==> config.mk <==
export PLATFORM = sky130hd
export DESIGN_NAME = flappy_pipes
export DESIGN_NICKNAME = d
export VERILOG_FILES = /design/src/rtl/flappy_pipes.sv
export SDC_FILE = /design/constraint.sdc
export NUM_CORES = 1
export LEC_CHECK = 0
export BUFFER_PORTS_ARGS = -buffer_cell sky130_fd_sc_hd__buf_2
export CORE_UTILIZATION = 54
export CTS_BUF_LIST = sky130_fd_sc_hd__clkbuf_16
export DETAILED_ROUTE_END_ITERATION = 7
export PLACE_DENSITY = 0.86
export SYNTH_ARGS = -nofsm -noshare
export SYNTH_HDL_FRONTEND = slang
export SYNTH_SLANG_ARGS = --single-unit
==> constraint.sdc <==
create_clock -name Clk -period 5.15 [get_ports Clk]
set_input_delay 0.515 -clock Clk [delete_from_list [all_inputs] [get_ports Clk]]
set_output_delay 0.515 -clock Clk [all_outputs]
set_load 0.05 [all_outputs]
==> src/rtl/flappy_pipes.sv <==
// -----------------------------------------------------------------------------
// flappy_pipes
//   Pipe scroller, scorer and collision detector for a Flappy-Bird style game.
//   Two pipes scroll left by SPEED pixels per Tick while in RUN and respawn at
//   the right edge of the screen with a pseudo-random gap height. Passing a
//   pipe scores a point. Touching a pipe, the top row or the bottom bound moves
//   the game to LOST until Ack returns it to IDLE.
//
// Ports
//   Clk        in   system clock, rising-edge active
//   Reset      in   synchronous active-low reset
//   Tick       in   frame-advance strobe
//   Start      in   leave IDLE and begin scrolling
//   Ack        in   acknowledge the loss, clear the play field, return to IDLE
//   XBird      in   [9:0] bird box left edge
//   YBird      in   [9:0] bird box top edge
//   Pipe0X     out  [9:0] pipe 0 left edge
//   Pipe1X     out  [9:0] pipe 1 left edge
//   Pipe0GapY  out  [9:0] pipe 0 opening start, opening is [GapY, GapY+GAP_H)
//   Pipe1GapY  out  [9:0] pipe 1 opening start
//   Score      out  [7:0] pipes passed, saturating at 255
//   Lost       out  high while in LOST
//   q_Idle     out  one-hot state flag IDLE
//   q_Run      out  one-hot state flag RUN
//   q_Lost     out  one-hot state flag LOST
// -----------------------------------------------------------------------------
module flappy_pipes #(
    parameter int SCREEN_W = 640,
    parameter int SCREEN_H = 480,
    parameter int PIPE_W   = 52,
    parameter int GAP_H    = 120,
    parameter int BIRD_SZ  = 16,
    parameter int SPEED    = 2
) (
    input  logic       Clk,
    input  logic       Reset,
    input  logic       Tick,
    input  logic       Start,
    input  logic       Ack,
    input  logic [9:0] XBird,
    input  logic [9:0] YBird,
    output logic [9:0] Pipe0X,
    output logic [9:0] Pipe1X,
    output logic [9:0] Pipe0GapY,
    output logic [9:0] Pipe1GapY,
    output logic [7:0] Score,
    output logic       Lost,
    output logic       q_Idle,
    output logic       q_Run,
    output logic       q_Lost
);

    typedef enum logic [2:0] {
        IDLE = 3'b001,
        RUN  = 3'b010,
        LOST = 3'b100
    } state_t;

    // Geometry constants sized to the datapath; sums are formed at 11 bits so
    // that edge + width never wraps.
    localparam logic [9:0]  SCREEN_W10 = 10'(SCREEN_W);
    localparam logic [9:0]  PIPE1_X0   = 10'(SCREEN_W + 320);
    localparam logic [9:0]  GAP_RST    = 10'd200;
    localparam logic [9:0]  GAP_BASE   = 10'd100;
    localparam logic [9:0]  SPEED10    = 10'(SPEED);
    localparam logic [10:0] SCREEN_H11 = 11'(SCREEN_H);
    localparam logic [10:0] PIPE_W11   = 11'(PIPE_W);
    localparam logic [10:0] GAP_H11    = 11'(GAP_H);
    localparam logic [10:0] BIRD_SZ11  = 11'(BIRD_SZ);
    localparam logic [7:0]  LFSR_SEED  = 8'hA5;

    state_t      state;
    state_t      state_next;

    logic [9:0]  pipe0_x;
    logic [9:0]  pipe1_x;
    logic [9:0]  gap0_y;
    logic [9:0]  gap1_y;
    logic [7:0]  score;
    logic [7:0]  lfsr;
    logic [7:0]  lfsr_next;

    logic        do_tick;
    logic        do_clear;

    logic [10:0] bird_x11;
    logic [10:0] bird_right;
    logic [10:0] bird_bottom;
    logic [10:0] pipe0_right;
    logic [10:0] pipe1_right;
    logic [10:0] gap0_bottom;
    logic [10:0] gap1_bottom;
    logic        hit0;
    logic        hit1;
    logic        collide;

    logic        respawn0;
    logic        respawn1;
    logic [9:0]  pipe0_x_next;
    logic [9:0]  pipe1_x_next;
    logic [9:0]  gap_new;
    logic        pass0;
    logic        pass1;
    logic [8:0]  score_sum;
    logic [7:0]  score_next;

    // x^8 + x^6 + x^5 + x^4 + 1, Fibonacci form shifting towards the MSB.
    assign lfsr_next = {lfsr[6:0], lfsr[7] ^ lfsr[5] ^ lfsr[4] ^ lfsr[3]};

    // ---------------------------------------------------------------------
    // Collision detection from registered pipes and the live bird position
    // ---------------------------------------------------------------------
    always_comb begin
        bird_x11    = {1'b0, XBird};
        bird_right  = {1'b0, XBird} + BIRD_SZ11;
        bird_bottom = {1'b0, YBird} + BIRD_SZ11;
        pipe0_right = {1'b0, pipe0_x} + PIPE_W11;
        pipe1_right = {1'b0, pipe1_x} + PIPE_W11;
        gap0_bottom = {1'b0, gap0_y} + GAP_H11;
        gap1_bottom = {1'b0, gap1_y} + GAP_H11;

        hit0 = (bird_right > {1'b0, pipe0_x}) && (bird_x11 < pipe0_right) &&
               ((YBird < gap0_y) || (bird_bottom > gap0_bottom));
        hit1 = (bird_right > {1'b0, pipe1_x}) && (bird_x11 < pipe1_right) &&
               ((YBird < gap1_y) || (bird_bottom > gap1_bottom));

        collide = hit0 || hit1 || (YBird == '0) || (bird_bottom >= SCREEN_H11);
    end

    // ---------------------------------------------------------------------
    // Scroll, respawn and scoring for the next Tick
    // ---------------------------------------------------------------------
    always_comb begin
        respawn0     = pipe0_x < SPEED10;
        respawn1     = pipe1_x < SPEED10;
        pipe0_x_next = respawn0 ? SCREEN_W10 : pipe0_x - SPEED10;
        pipe1_x_next = respawn1 ? SCREEN_W10 : pipe1_x - SPEED10;
        gap_new      = GAP_BASE + {2'b00, lfsr};

        // A pipe scores when its right edge crosses from at/after the bird's
        // left edge to strictly before it across this Tick.
        pass0 = (pipe0_right >= bird_x11) &&
                (({1'b0, pipe0_x_next} + PIPE_W11) < bird_x11);
        pass1 = (pipe1_right >= bird_x11) &&
                (({1'b0, pipe1_x_next} + PIPE_W11) < bird_x11);

        score_sum  = {1'b0, score} + {8'd0, pass0} + {8'd0, pass1};
        score_next = score_sum[8] ? '1 : score_sum[7:0];
    end

    // ---------------------------------------------------------------------
    // FSM
    // ---------------------------------------------------------------------
    always_ff @(posedge Clk) begin
        if (!Reset) begin
            state <= IDLE;
        end else begin
            state <= state_next;
        end
    end

    always_comb begin
        state_next = state;
        do_tick    = 1'b0;
        do_clear   = 1'b0;
        q_Idle     = 1'b0;
        q_Run      = 1'b0;
        q_Lost     = 1'b0;
        case (state)
            IDLE: begin
                q_Idle = 1'b1;
                if (Start) begin
                    state_next = RUN;
                end
            end
            RUN: begin
                q_Run = 1'b1;
                // A collision outranks a coincident Tick: the field freezes.
                if (collide) begin
                    state_next = LOST;
                end else if (Tick) begin
                    do_tick = 1'b1;
                end
            end
            LOST: begin
                q_Lost = 1'b1;
                if (Ack) begin
                    do_clear   = 1'b1;
                    state_next = IDLE;
                end
            end
            default: begin
                state_next = IDLE;
            end
        endcase
    end

    assign Lost = q_Lost;

    // ---------------------------------------------------------------------
    // Play-field registers; the LFSR free-runs and survives Ack
    // ---------------------------------------------------------------------
    always_ff @(posedge Clk) begin
        if (!Reset) begin
            pipe0_x <= SCREEN_W10;
            pipe1_x <= PIPE1_X0;
            gap0_y  <= GAP_RST;
            gap1_y  <= GAP_RST;
            score   <= '0;
            lfsr    <= LFSR_SEED;
        end else begin
            lfsr <= lfsr_next;
            if (do_clear) begin
                pipe0_x <= SCREEN_W10;
                pipe1_x <= PIPE1_X0;
                gap0_y  <= GAP_RST;
                gap1_y  <= GAP_RST;
                score   <= '0;
            end else if (do_tick) begin
                pipe0_x <= pipe0_x_next;
                pipe1_x <= pipe1_x_next;
                if (respawn0) begin
                    gap0_y <= gap_new;
                end
                if (respawn1) begin
                    gap1_y <= gap_new;
                end
                score <= score_next;
            end
        end
    end

    assign Pipe0X    = pipe0_x;
    assign Pipe1X    = pipe1_x;
    assign Pipe0GapY = gap0_y;
    assign Pipe1GapY = gap1_y;
    assign Score     = score;

endmodule

* Word level (Yosys, flattened, before mapping) *
Index checks and enable logic that the tools add are counted.

word-level totals
  flip-flop bits (word level) = 59
  output and inout port bits = 52
  word-level logic and storage cells = 76

operators by class
  add/subtract/negate cells = 13
  $lt $le $gt $ge = 15
  equal/unequal tests = 6
  muxes and demuxes = 15
  bitwise operators = 4
  reduce and logical (&&, ||, !) cells = 16

operators by type and width
  kind                     number
  $add A10 B6 Y11 const B  4
  $add A10 B5 Y11 const B  2
  $add A10 B7 Y11 const B  2
  $ge A11 B10 Y1           2
  $gt A11 B10 Y1           2
  $gt A11 B11 Y1           2
  $lt A10 B11 Y1           2
  $lt A11 B10 Y1           2
  $lt A10 B10 Y1           2
  $lt A10 B2 Y1 const B    2
  $mux W10                 2
  $sub A10 B2 Y10 const B  2
  $ge A11 B9 Y1 const B    1
  $logic_not A10 Y1        1
  $add A7 B8 Y9 const A    1
  $add A8 B1 Y9            1
  $add A9 B1 Y9            1
  $mux W3                  3
  $pmux W3 S3              1
  $mux W1                  8
  $mux W8                  1
  $logic_and A1 B1 Y1      6
  $ne A2 B2 Y1 const B     3
  $logic_or A1 B1 Y1       5
  other kinds (8)          11

* Logic depth before layout (Yosys ltp) *
Gate-level depths: netlist of the first run.

  word-level depth = 10
  mapped depth = 25

* Least setup slack after synthesis of the first run *
No wires, ideal clock.

  kind = reg-to-reg
  from = reg pipe1_x[3], in the netlist Pipe1X[3]
  to = reg score[3], in the netlist Score[3]
  library setup time = 0.091 ns
  arrival time = 5.250 ns
  data required time = 5.059 ns
  slack = -0.192 ns
  cell stages (with the launch flop) = 26
  path buffers = 2
  clock period less this slack = 5.342 ns
  path through = dfxtp_1 > inv_1 > ha_1 > a21boi_0 > and3_1 > clkbuf_1 > clkbuf_1 > nor2_1 > ha_1 > nor3_1 > inv_1 > nand2_1 > xnor2_1 > ha_1 > a21o_1 > a211oi_1 > o21ai_0 > fa_1 > inv_1 > ha_1 > and3_1 > and2_1 > nand4_1 > o21ai_0 > a21oi_1 > a311oi_1

on the way
  elaborated cells on any way between the ends = 19

RTL lines
  item                       RTL line  RTL
  from (decl)                76        logic [9:0] pipe1_x;
  from (signal assigned)     221       pipe1_x <= pipe1_x_next;
  $lt A10 B2 Y1              135       respawn1 = pipe1_x < SPEED10;
  $mux W10                   137       pipe1_x_next = respawn1 ? SCREEN_W10 : pipe1_x - SPEED10;
  named net pipe1_x_next[2]  100       logic [9:0] pipe1_x_next;
  $add A10 B6 Y11            145       (({1'b0, pipe1_x_next} + PIPE_W11) < bird_x11);
  $lt A11 B10 Y1             145
  $logic_and A1 B1 Y1        144       pass1 = (pipe1_right >= bird_x11) &&
  $add A9 B1 Y9              147       score_sum = {1'b0, score} + {8'd0, pass0} + {8'd0, pass1};
  $mux W8                    148       score_next = score_sum[8] ? '1 : score_sum[7:0];
  to (signal assigned)       228       score <= score_next;
  to (decl)                  79        logic [7:0] score;

The timed path passes the listed nets, and every way through them passes these cells.
A chain may end at the register's enable or synchronous reset.

* Worst setup path in the final report of the first run *
  from = reg pipe1_x[3], in the netlist Pipe1X[3]
  to = reg score[3], in the netlist Score[3]

on the way
  word-level cells in the longest chain between the ends = 9
  elaborated cells on any way between the ends = 19

RTL lines
  item
  branches (longest 9 deep; another with $add A10 B6 Y11)

Parallel ways; which one is timed is not known.

==> out/results.ini, run 1 <==
[power]
p_leak_nw = 3.07
pwr_density_cell_nw_per_um2 = 186
irDropWorstVdd_mv = 0.212

[logic_synthesis]
ys_seq_area_frac = 0.193
synth-seq-cells = 57
synth_compound_area_frac = 0.218
netlist_area_um2 = 5910
synth-adder-area-share = 0.232
synth.top_cell.area_share = 0.229
ys_types = 80
synth_area_leaders = ha_1 (23%), dfxtp_1 (19%), xnor2_1 (5.9%)
synthMuxAreaShare = 0.00360
avgSynthCellArea_um2 = 8.36
synth_flop_cell = dfxtp_1
async_flop_share = 0
synth-xor-area-share = 0.0756
post_synth_and_or_nand_nor_area_fraction = 0.208
synth_cells = 707
synth-edff-count = 0
yosys.area.top_type = ha_1
synth_top_family_by_area = adder cells
yosys_warnings = 0

[global_routing]
first_global_vias = 5211
antenna_found_initial = 0
grt_pass1_wl_um = 25000
grt_max_degree = 38
grt-ovfl-total = 0
track_usage = 0.275

[floorplanning]
row_count = 37
die-area_um2 = 11400
die-height_um = 107
start_util = 0.565
die_w_um = 107
ios = 77
core_um2 = 10500

[sta]
finalCriticalPeriod_ns = 4.82
timing.final.crit_share = 0.936
hold-worst-slack_ns = 0.455
worst_pin_slew_ns = 0.916
hold_viol = 0
clock.fmax_mhz = 207
setup_viol = 0
slew_headroom = 0.389
finalClockSkew_ns = 0.00924
finalMaxSlewViolations = 0

[clock_network]
clockRootBuffer = clkbuf_16
clock-sinks = 57
htreeDepth = 3
cts.clk_slew.worst_paths_ns = 0.06
insertion_delay_ns = 0.32
cts_inserted_buffers = 9
cts_tree = built
cts_max_path_buffers = 2

[hold_path]
whs_endpoint = lfsr[0]$_SDFF_PN1_
min_from = Reset
hold_class = input port to flip-flop
whs_path_depth = 2

[route]
drt_pass1_iterations = 5
routed_wl_um = 15800
drt_iter0_markers = 387
final_antenna_net_count = 0
via_per_inst = 6.16
wl_per_cell_um = 17.2
drc_errors = 0
num_vias = 5652

[layout]
antennaDiodeCount = 0
nNetsFinal = 913
final_cell_mix = ha_1 (108), buf_2 (74), inv_1 (59)
drive_gt1_frac = 0.189
fin_util = 0.640
syn_to_final_growth_pct = 13.4
layout_commonest_cell = ha_1

[setup_path]
cp.required_ns = 5.37
r2r_cells = 22
r2r_setup_slack_ns = 0.33
r2r-start = Pipe1X[3]$_SDFFE_PP0P_
startpoint_type = flip-flop
endpoint_kind = flip-flop
crit_type = flip-flop to flip-flop
startpoint = Pipe1X[3]$_SDFFE_PP0P_
reg2reg_to = Score[3]$_SDFFE_PP0P_
cp_max_fo = 7
crit_arrival_ns = 5.04

[placement]
place.detailed.hpwl_um = 12000
place.gp.congestion = 0.939
port_buffers = 74

[status]
status = finished clean

[flow_run]
max_cap_viol_count = 0

sequential cells by signal (all words and copies together), names as in the netlist:
signal     flops
lfsr           8
Pipe0GapY      9
state          3
Score          8
Pipe1X        10
Pipe0X        10
Pipe1GapY      9
worst max-delay path, cell delays in order (launching register included):
cell and delay, ns:
dfxtp_2 0.33, inv_1 0.19, ha_1 0.22, a21bo_2 0.25
nor3_2 0.26, nand2b_1 0.11, o32ai_1 0.34, nand2_1 0.14
nor2_1 0.13, xnor2_1 0.14, ha_1 0.26, a21o_1 0.17
a211oi_1 0.21, o21ai_1 0.17, fa_1 0.45, inv_1 0.07
ha_1 0.16, and3_1 0.20, and2_1 0.19, nand4_1 0.22
o21ai_0 0.16, a21oi_1 0.10, a311oi_1 0.24
per-layer routing:
| layer | GRT usage | wire [µm] | vias up |
|---|---|---|---|
| met5 | 0 | 0 | - |
| met4 | 0.0841 | 293 | 0 |
| met3 | 0.0456 | 1070 | 33 |
| met2 | 0.470 | 7540 | 225 |
| met1 | 0.352 | 6860 | 2655 |
| li1 | - | - | 2739 |
cells by family (layout without fill, tap and decap cells):
| group | Yosys count | after routing |
|---|---|---|
| DFF | 57 | 57 |
| AOI/OAI and AO/OA | 174 | 174 |
| buffers and inverters | 92 | 166 |
| muxes | 2 | 2 |
| xor gates and xnor gates | 51 | 51 |
| other | 1 | 2 |
| adders and majority gates | 109 | 109 |
| and+or+nand+nor | 221 | 221 |
stage by stage:
stage	TNS [ns]	setup slack [ns]	total power [mW]	std cells	instance area, µm²
global placement	0	0.279	0.716	900	6370
detailed placement	0	0.0917	0.721	900	6370
floorplan	0	0.00501	0.651	708	5920
finish	0	0.329	1.24	918	6700
CTS	0	0.0692	1.24	914	6630
global route	-0.0613	-0.0424	1.30	918	6700
worst max path at each step:
stage | end | slack [ns] | depth (start not counted)
final | Score[3]$_SDFFE_PP0P_ | 0.33 | 22
after floorplan | Score[3]$_SDFFE_PP0P_ | 0.005 | 23
after CTS | Score[3]$_SDFFE_PP0P_ | 0.07 | 23
after global placement | Score[3]$_SDFFE_PP0P_ | 0.28 | 23
after detailed placement | Score[3]$_SDFFE_PP0P_ | 0.09 | 23
after global routing | Score[3]$_SDFFE_PP0P_ | -0.04 | 22
power breakdown:
part,switching (mW),internal (mW),total (mW)
Sequential,0.0107,0.450,0.461
Clock,0.205,0.318,0.523
Combinational,0.157,0.104,0.261
Total,0.373,0.872,1.24
layout make-up:
| cell class | instances | area (µm²) |
|---|---|---|
| multi-input cells | 559 | 4410 |
| repair buffers | 88 | 475 |
| fillers | 897 | 3760 |
| clock inverters | 5 | 35.0 |
| flip-flops and latches | 57 | 1150 |
| well taps | 136 | 170 |
| inverters | 64 | 240 |
| clock buffers | 9 | 225 |
Yosys cell counts (3+ instances only):
| master | instances |
|---|---|
| nand2_1 | 35 |
| inv_1 | 61 |
| xnor2_1 | 40 |
| o211ai_1 | 8 |
| a31o_2 | 5 |
| clkbuf_1 | 11 |
| and3_1 | 20 |
| a211o_1 | 4 |
| or3_1 | 4 |
| o21a_1 | 3 |
| o21ai_0 | 16 |
| o31ai_1 | 9 |
| buf_4 | 5 |
| and2_1 | 9 |
| buf_2 | 6 |
| nand3b_1 | 4 |
| nor3_1 | 22 |
| ha_1 | 108 |
| nor2_1 | 28 |
| a31oi_1 | 11 |
| a21o_1 | 22 |
| a41oi_1 | 4 |
| nor4_1 | 5 |
| xor2_1 | 11 |
| dfxtp_1 | 57 |
| nand4_1 | 10 |
| buf_6 | 5 |
| o31ai_2 | 5 |
| nor3b_1 | 4 |
| nand2b_1 | 10 |
| a211oi_1 | 7 |
| a211oi_2 | 3 |
| nand3_1 | 47 |
| a21oi_1 | 47 |
| a311oi_1 | 3 |
repair_timing:
item	CTS	global route
endpoints found under the setup margin	0	5
setup buffers	0	4
hold buffers	0	0
resized for setup	0	12
No activity file was read; power rests on OpenSTA's default activity.
==> run 2, diff against run 1 <==
--- a/config.mk
+++ b/config.mk
@@ -6,8 +6,10 @@
 export NUM_CORES = 1
 export LEC_CHECK = 0
 export BUFFER_PORTS_ARGS = -buffer_cell sky130_fd_sc_hd__buf_2
+export CORE_MARGIN = 2
 export CORE_UTILIZATION = 54
 export CTS_BUF_LIST = sky130_fd_sc_hd__clkbuf_16
+export CTS_CLUSTER_DIAMETER = 40
 export DETAILED_ROUTE_END_ITERATION = 7
 export PLACE_DENSITY = 0.86
 export SYNTH_ARGS = -nofsm -noshare
==> run 2 against run 1 <==
Via count about the same. Cell count increased by 0.44%. Global-route usage decreased by 0.14 points. Sequential share of layout area decreased by 0.14 points. Sequential power about the same. Critical endpoint unchanged. Largest cell class unchanged.
==> out/results.ini, run 2 (same netlist as run 1, synthesis figures left out) <==
[floorplanning]
ios = 77  ; unchanged
die_w_um = 109  ; +1.9%
die-height_um = 109  ; +1.9%
start_util = 0.550  ; -0.0149
row_count = 38  ; +2.7%
die-area_um2 = 11800  ; +3.8%
core_um2 = 10700  ; +2.7%

[sta]
tns_ns = 0  ; unchanged
hold-worst-slack_ns = 0.442  ; -0.0125 ns
slew_headroom = 0.366  ; -0.0234
clock.fmax_mhz = 210  ; +1.3%
finalMaxSlewViolations = 0  ; unchanged
finalCriticalPeriod_ns = 4.76  ; -0.0607 ns
grt_setup_unrepaired = no
fin_ws_ns = 0.390  ; +0.0607 ns
finalClockSkew_ns = 0.00635  ; -0.00289 ns
setup_viol = 0  ; unchanged
hold_viol = 0  ; unchanged
worst_pin_slew_ns = 0.951  ; +0.0351 ns
timing.final.crit_share = 0.924  ; -0.0118

[layout]
antennaDiodeCount = 0  ; unchanged
syn_to_final_growth_pct = 14.3
stdcell_area_um2 = 6760  ; +0.84%
fin_util = 0.629  ; -0.0116
final_cell_mix = ha_1 (108), buf_2 (74), inv_1 (59)
drive_gt1_frac = 0.196  ; +0.00639
layout_commonest_cell = ha_1
nNetsFinal = 911  ; -0.22%

[setup_path]
cp.required_ns = 5.40  ; +0.03 ns
endpoint_kind = flip-flop
r2r-start = Pipe0X[3]$_SDFFE_PP0P_
crit_arrival_ns = 5.01  ; -0.03 ns
startpoint_type = flip-flop
crit_type = flip-flop to flip-flop
startpoint = Pipe0X[3]$_SDFFE_PP0P_
cp_max_fo = 7  ; unchanged

[route]
via_per_inst = 6.13  ; -0.47%
routed_wl_um = 15700  ; -0.41%
num_vias = 5650  ; -0.035%
drc_errors = 0  ; unchanged
final_antenna_net_count = 0  ; unchanged
wl_per_cell_um = 17.0  ; -0.84%
drt_pass1_iterations = 7  ; +2
drt_iter0_markers = 391  ; +1.0%

[global_routing]
grt_max_degree = 42  ; +11%
grt_pass1_wl_um = 25400  ; +1.4%
first_global_vias = 5378  ; +3.2%
antenna_found_initial = 0  ; unchanged
grt-ovfl-total = 0  ; unchanged
track_usage = 0.273  ; -0.00136

[clock_network]
cts_inserted_buffers = 9  ; unchanged
clockRootBuffer = clkbuf_16
htreeDepth = 3  ; unchanged
insertion_delay_ns = 0.34  ; +0.02 ns
hold_buffers = 0  ; unchanged
cts_tree = built
clock-sinks = 57  ; unchanged
cts.clk_slew.worst_paths_ns = 0.06  ; about the same
cts_max_path_buffers = 2  ; unchanged

[hold_path]
hold_class = input port to flip-flop
min_from = Reset

[power]
pwr_density_cell_nw_per_um2 = 196  ; +5.4%
p_leak_nw = 3.10  ; +0.93%
irDropWorstVdd_mv = 0.219  ; +3.3%

[placement]
place.detailed.hpwl_um = 12000  ; -0.42%
place.gp.congestion = 0.960  ; +2.3%
place_area_um2 = 6380  ; about the same
dp_worst_setup_slack_ns = 0.142  ; +0.0504 ns
port_buffers = 74  ; unchanged

[status]
status = finished clean

[flow_run]
max_cap_viol_count = 0  ; unchanged

## run 2: cell count changes in the layout (fill, tap and decap cells not counted), sizes merged
cell	change
bufinv	+1
inv	+1
buf	-2
## run 2: final timing paths
path,to,slack (ns),depth (start not counted)
min,state[0]$_SDFFE_PN1P_,0.44,2
max reg2reg,Score[3]$_SDFFE_PP0P_,0.39,22
max,Score[3]$_SDFFE_PP0P_,0.39,22
min reg2reg,Pipe0GapY[2]$_SDFFE_PP0P_,0.50,2
## run 2: cell type report
cell class                      count  area (µm²)
Multi-Input combinational cell    559        4430
Fill cell                         900        3990
Sequential cell                    57        1150
Timing Repair Buffer               86         460
Inverter                           64         244
Clock buffer                        9         225
Tap cell                          140         175
Clock inverter                      7        71.3
## run 2: stage by stage
stage / total power, mW / instances
after floorplan: 0.651 / 708
after global placement: 0.716 / 904
after detailed placement: 0.722 / 904
after CTS: 1.32 / 920
after global routing: 1.38 / 922
final: 1.32 / 922
## run 2: critical path: stages (launching register included)
cell      delay, ns
dfxtp_2        0.39
inv_2          0.09
ha_1           0.19
a21bo_2        0.25
or3_1          0.42
nor3_1         0.19
a21oi_1        0.15
or2_2          0.34
xnor2_1        0.18
ha_1           0.27
nand3_1        0.09
nor3_1         0.06
nor4b_2        0.21
o221ai_1       0.17
fa_2           0.38
inv_1          0.07
ha_1           0.16
and3_1         0.20
and2_1         0.18
nand4_1        0.23
o21ai_0        0.14
a21oi_1        0.08
a311oi_1       0.24
## run 2: power breakdown
group | internal (mW) | switching (mW) | total [mW]
clock network | 0.374 | 0.224 | 0.598
registers | 0.450 | 0.0111 | 0.461
logic | 0.105 | 0.159 | 0.264
total | 0.928 | 0.394 | 1.32
## run 2: what timing repair did
| action | in CTS | in global routing |
|---|---|---|
| setup endpoints to repair | 0 | 5 |
| gates resized for setup | 0 | 17 |
| buffers inserted | 0 | 2 |
## run 2: routing by layer
layer	routed length (µm)	share of wire	up-vias	track usage
li1	-	-	2739	-
met1	6710	0.43	2672	0.331
met2	7590	0.48	197	0.463
met3	955	0.061	42	0.0568
met4	450	0.029	0	0.130
met5	0	0	-	0
==> run 3, diff against run 2 <==
--- a/config.mk
+++ b/config.mk
@@ -11,6 +11,7 @@
 export CTS_BUF_LIST = sky130_fd_sc_hd__clkbuf_16
 export CTS_CLUSTER_DIAMETER = 40
 export DETAILED_ROUTE_END_ITERATION = 7
+export MAX_ROUTING_LAYER = met4
 export PLACE_DENSITY = 0.86
 export SYNTH_ARGS = -nofsm -noshare
 export SYNTH_HDL_FRONTEND = slang
==> run 3 against run 2 <==
Utilization down 0.24 points. Total power down 0.13%. Largest cell class unchanged. Clock power about the same. Critical path depth up 1. Sequential share of layout area up 0.066 points. Register-to-register slack worse by 0.13 ns. Final area down 0.39%. Sequential cell count unchanged. Largest power group unchanged. Highest routed layer unchanged.
==> out/results.ini, run 3 (same netlist as run 1, synthesis figures left out) <==
[sta]
fin_ws_ns = 0.265  ; -0.125 ns
finalClockSkew_ns = 0.00634  ; -0.00000710 ns
worst_pin_slew_ns = 0.903  ; -0.0484 ns
setup_viol = 0  ; unchanged
finalCriticalPeriod_ns = 4.89  ; +0.125 ns
tns_ns = 0  ; unchanged
hold_viol = 0  ; unchanged
finalMaxSlewViolations = 0  ; unchanged
clock.fmax_mhz = 205  ; -2.6%
timing.final.crit_share = 0.949  ; +0.0243
slew_headroom = 0.398  ; +0.0322

[route]
wl_per_cell_um = 17.1  ; +0.18%
num_vias = 5693  ; +0.76%
drt_iter0_markers = 404  ; +3.3%
routed_wl_um = 15700  ; about the same
final_antenna_net_count = 0  ; unchanged
via_per_inst = 6.19  ; +0.98%
drt_pass1_iterations = 5  ; -2
drc_errors = 0  ; unchanged

[layout]
fill_cells = 922  ; +2.4%
drive_gt1_frac = 0.190  ; -0.00591
nNetsFinal = 909  ; -0.22%
seq_area_um2 = 1150  ; unchanged
syn_to_final_growth_pct = 13.9
final_cell_mix = ha_1 (108), buf_2 (74), inv_1 (60)
layout_commonest_cell = ha_1
antennaDiodeCount = 0  ; unchanged
multi_input_area_um2 = 4430  ; -0.17%
stdcell_area_um2 = 6730  ; -0.39%

[power]
p_leak_nw = 3.08  ; -0.38%
pwr_density_cell_nw_per_um2 = 196  ; +0.26%
irDropWorstVdd_mv = 0.181  ; -17%

[setup_path]
r2r_setup_slack_ns = 0.26  ; -0.13 ns
cp.required_ns = 5.40  ; about the same
reg2reg_to = Score[3]$_SDFFE_PP0P_
startpoint_type = flip-flop
r2r-start = Pipe0X[2]$_SDFFE_PP0P_
cp_max_fo = 6  ; -1
crit_arrival_ns = 5.13  ; +0.12 ns
crit_type = flip-flop to flip-flop
endpoint_kind = flip-flop
startpoint = Pipe0X[2]$_SDFFE_PP0P_
r2r_cells = 23  ; +4.5%

[clock_network]
cts.clk_slew.worst_paths_ns = 0.06  ; about the same
cts_inserted_buffers = 9  ; unchanged
hold_buffers = 0  ; unchanged
cts_max_path_buffers = 2  ; unchanged
htreeDepth = 3  ; unchanged
cts_tree = built
insertion_delay_ns = 0.34  ; about the same
clock-sinks = 57  ; unchanged
clockRootBuffer = clkbuf_16

[global_routing]
grt-ovfl-total = 0  ; unchanged
grt_pass1_wl_um = 25400  ; about the same
first_global_vias = 5318  ; -1.1%
track_usage = 0.277  ; +0.00401
grt_max_degree = 37  ; -12%
antenna_found_initial = 0  ; unchanged

[placement]
place.detailed.hpwl_um = 12000  ; -0.33%
place.gp.congestion = 0.959  ; about the same
place_area_um2 = 6380  ; unchanged
port_buffers = 74  ; unchanged
dp_worst_setup_slack_ns = 0.182  ; +0.0401 ns

[hold_path]
whs_endpoint = lfsr[0]$_SDFF_PN1_
whs_path_depth = 2  ; unchanged
hold_class = input port to flip-flop
min_from = Reset

[floorplanning]
die-area_um2 = 11800  ; unchanged
ios = 77  ; unchanged
die-height_um = 109  ; unchanged
core_um2 = 10700  ; unchanged
die_w_um = 109  ; unchanged
start_util = 0.550  ; unchanged
row_count = 38  ; unchanged

[flow_run]
max_cap_viol_count = 0  ; unchanged

[status]
status = finished clean

[run 3: worst max path at each step]
stage	to	slack (ns)	depth (start not counted)
2_1_floorplan	Score[3]$_SDFFE_PP0P_	0.005	23
3_3_place_gp	Score[3]$_SDFFE_PP0P_	0.38	20
3_5_place_dp	Score[3]$_SDFFE_PP0P_	0.18	22
4_1_cts	Score[3]$_SDFFE_PP0P_	0.13	22
5_1_grt	Score[3]$_SDFFE_PP0P_	-0.08	23
6_report	Score[3]$_SDFFE_PP0P_	0.26	23
[run 3: per-stage QoR]
stage               power, mW  utilization  hold WS [ns]  std cells
detailed placement      0.721        0.594         0.497        904
global route             1.37        0.626         0.453        920
floorplan               0.651            -         0.433        708
CTS                      1.32        0.621         0.437        920
global placement        0.715        0.594         0.497        904
finish                   1.32        0.626         0.437        920
[run 3: layout make-up]
| type | instances | share of cell area |
|---|---|---|
| clock inverter | 7 | 0.0106 |
| sequential | 57 | 0.170 |
| clock buffer | 9 | 0.0335 |
| inverter | 64 | 0.0357 |
| tap | 140 | 0.0260 |
| timing repair buffer | 84 | 0.0662 |
| multi-input combinational | 559 | 0.658 |
[run 3: report_power, final]
group          internal [mW]  total, mW  switching [mW]  leakage [nW]
Combinational          0.105      0.263           0.158          2.47
Clock                  0.374      0.597           0.224         0.145
Sequential             0.450      0.461          0.0109         0.465
[run 3: layer usage]
| layer | up-vias | track usage | wire (µm) |
|---|---|---|---|
| met5 | - | - | 0 |
| met4 | 0 | 0.114 | 537 |
| met3 | 53 | 0.0598 | 1070 |
| met2 | 219 | 0.438 | 7340 |
| met1 | 2694 | 0.344 | 6750 |
| li1 | 2727 | - | - |
[run 3: timing repair]
action                                  CTS  global route
buffers inserted                          0             0
resized for setup                         0            16
endpoints found under the setup margin    0             7
hold endpoints to repair                  0             0
[run 3: critical path, cell delays in order (launching register included)]
cell and delay, ns:
dfxtp_2 0.34, inv_2 0.12, ha_1 0.18, a21bo_2 0.26, nor4_4 0.34, nor2_1 0.13
ha_1 0.26, xnor2_1 0.19, ha_1 0.27, a21o_1 0.19, a21oi_1 0.14, nor2b_1 0.05
o21ai_0 0.16, nor4b_2 0.27, o221ai_1 0.19, fa_2 0.38, inv_1 0.06, ha_1 0.16
and3_1 0.20, and2_1 0.19, nand4_1 0.24, o21ai_1 0.15, a21oi_1 0.08, a311oi_1 0.24
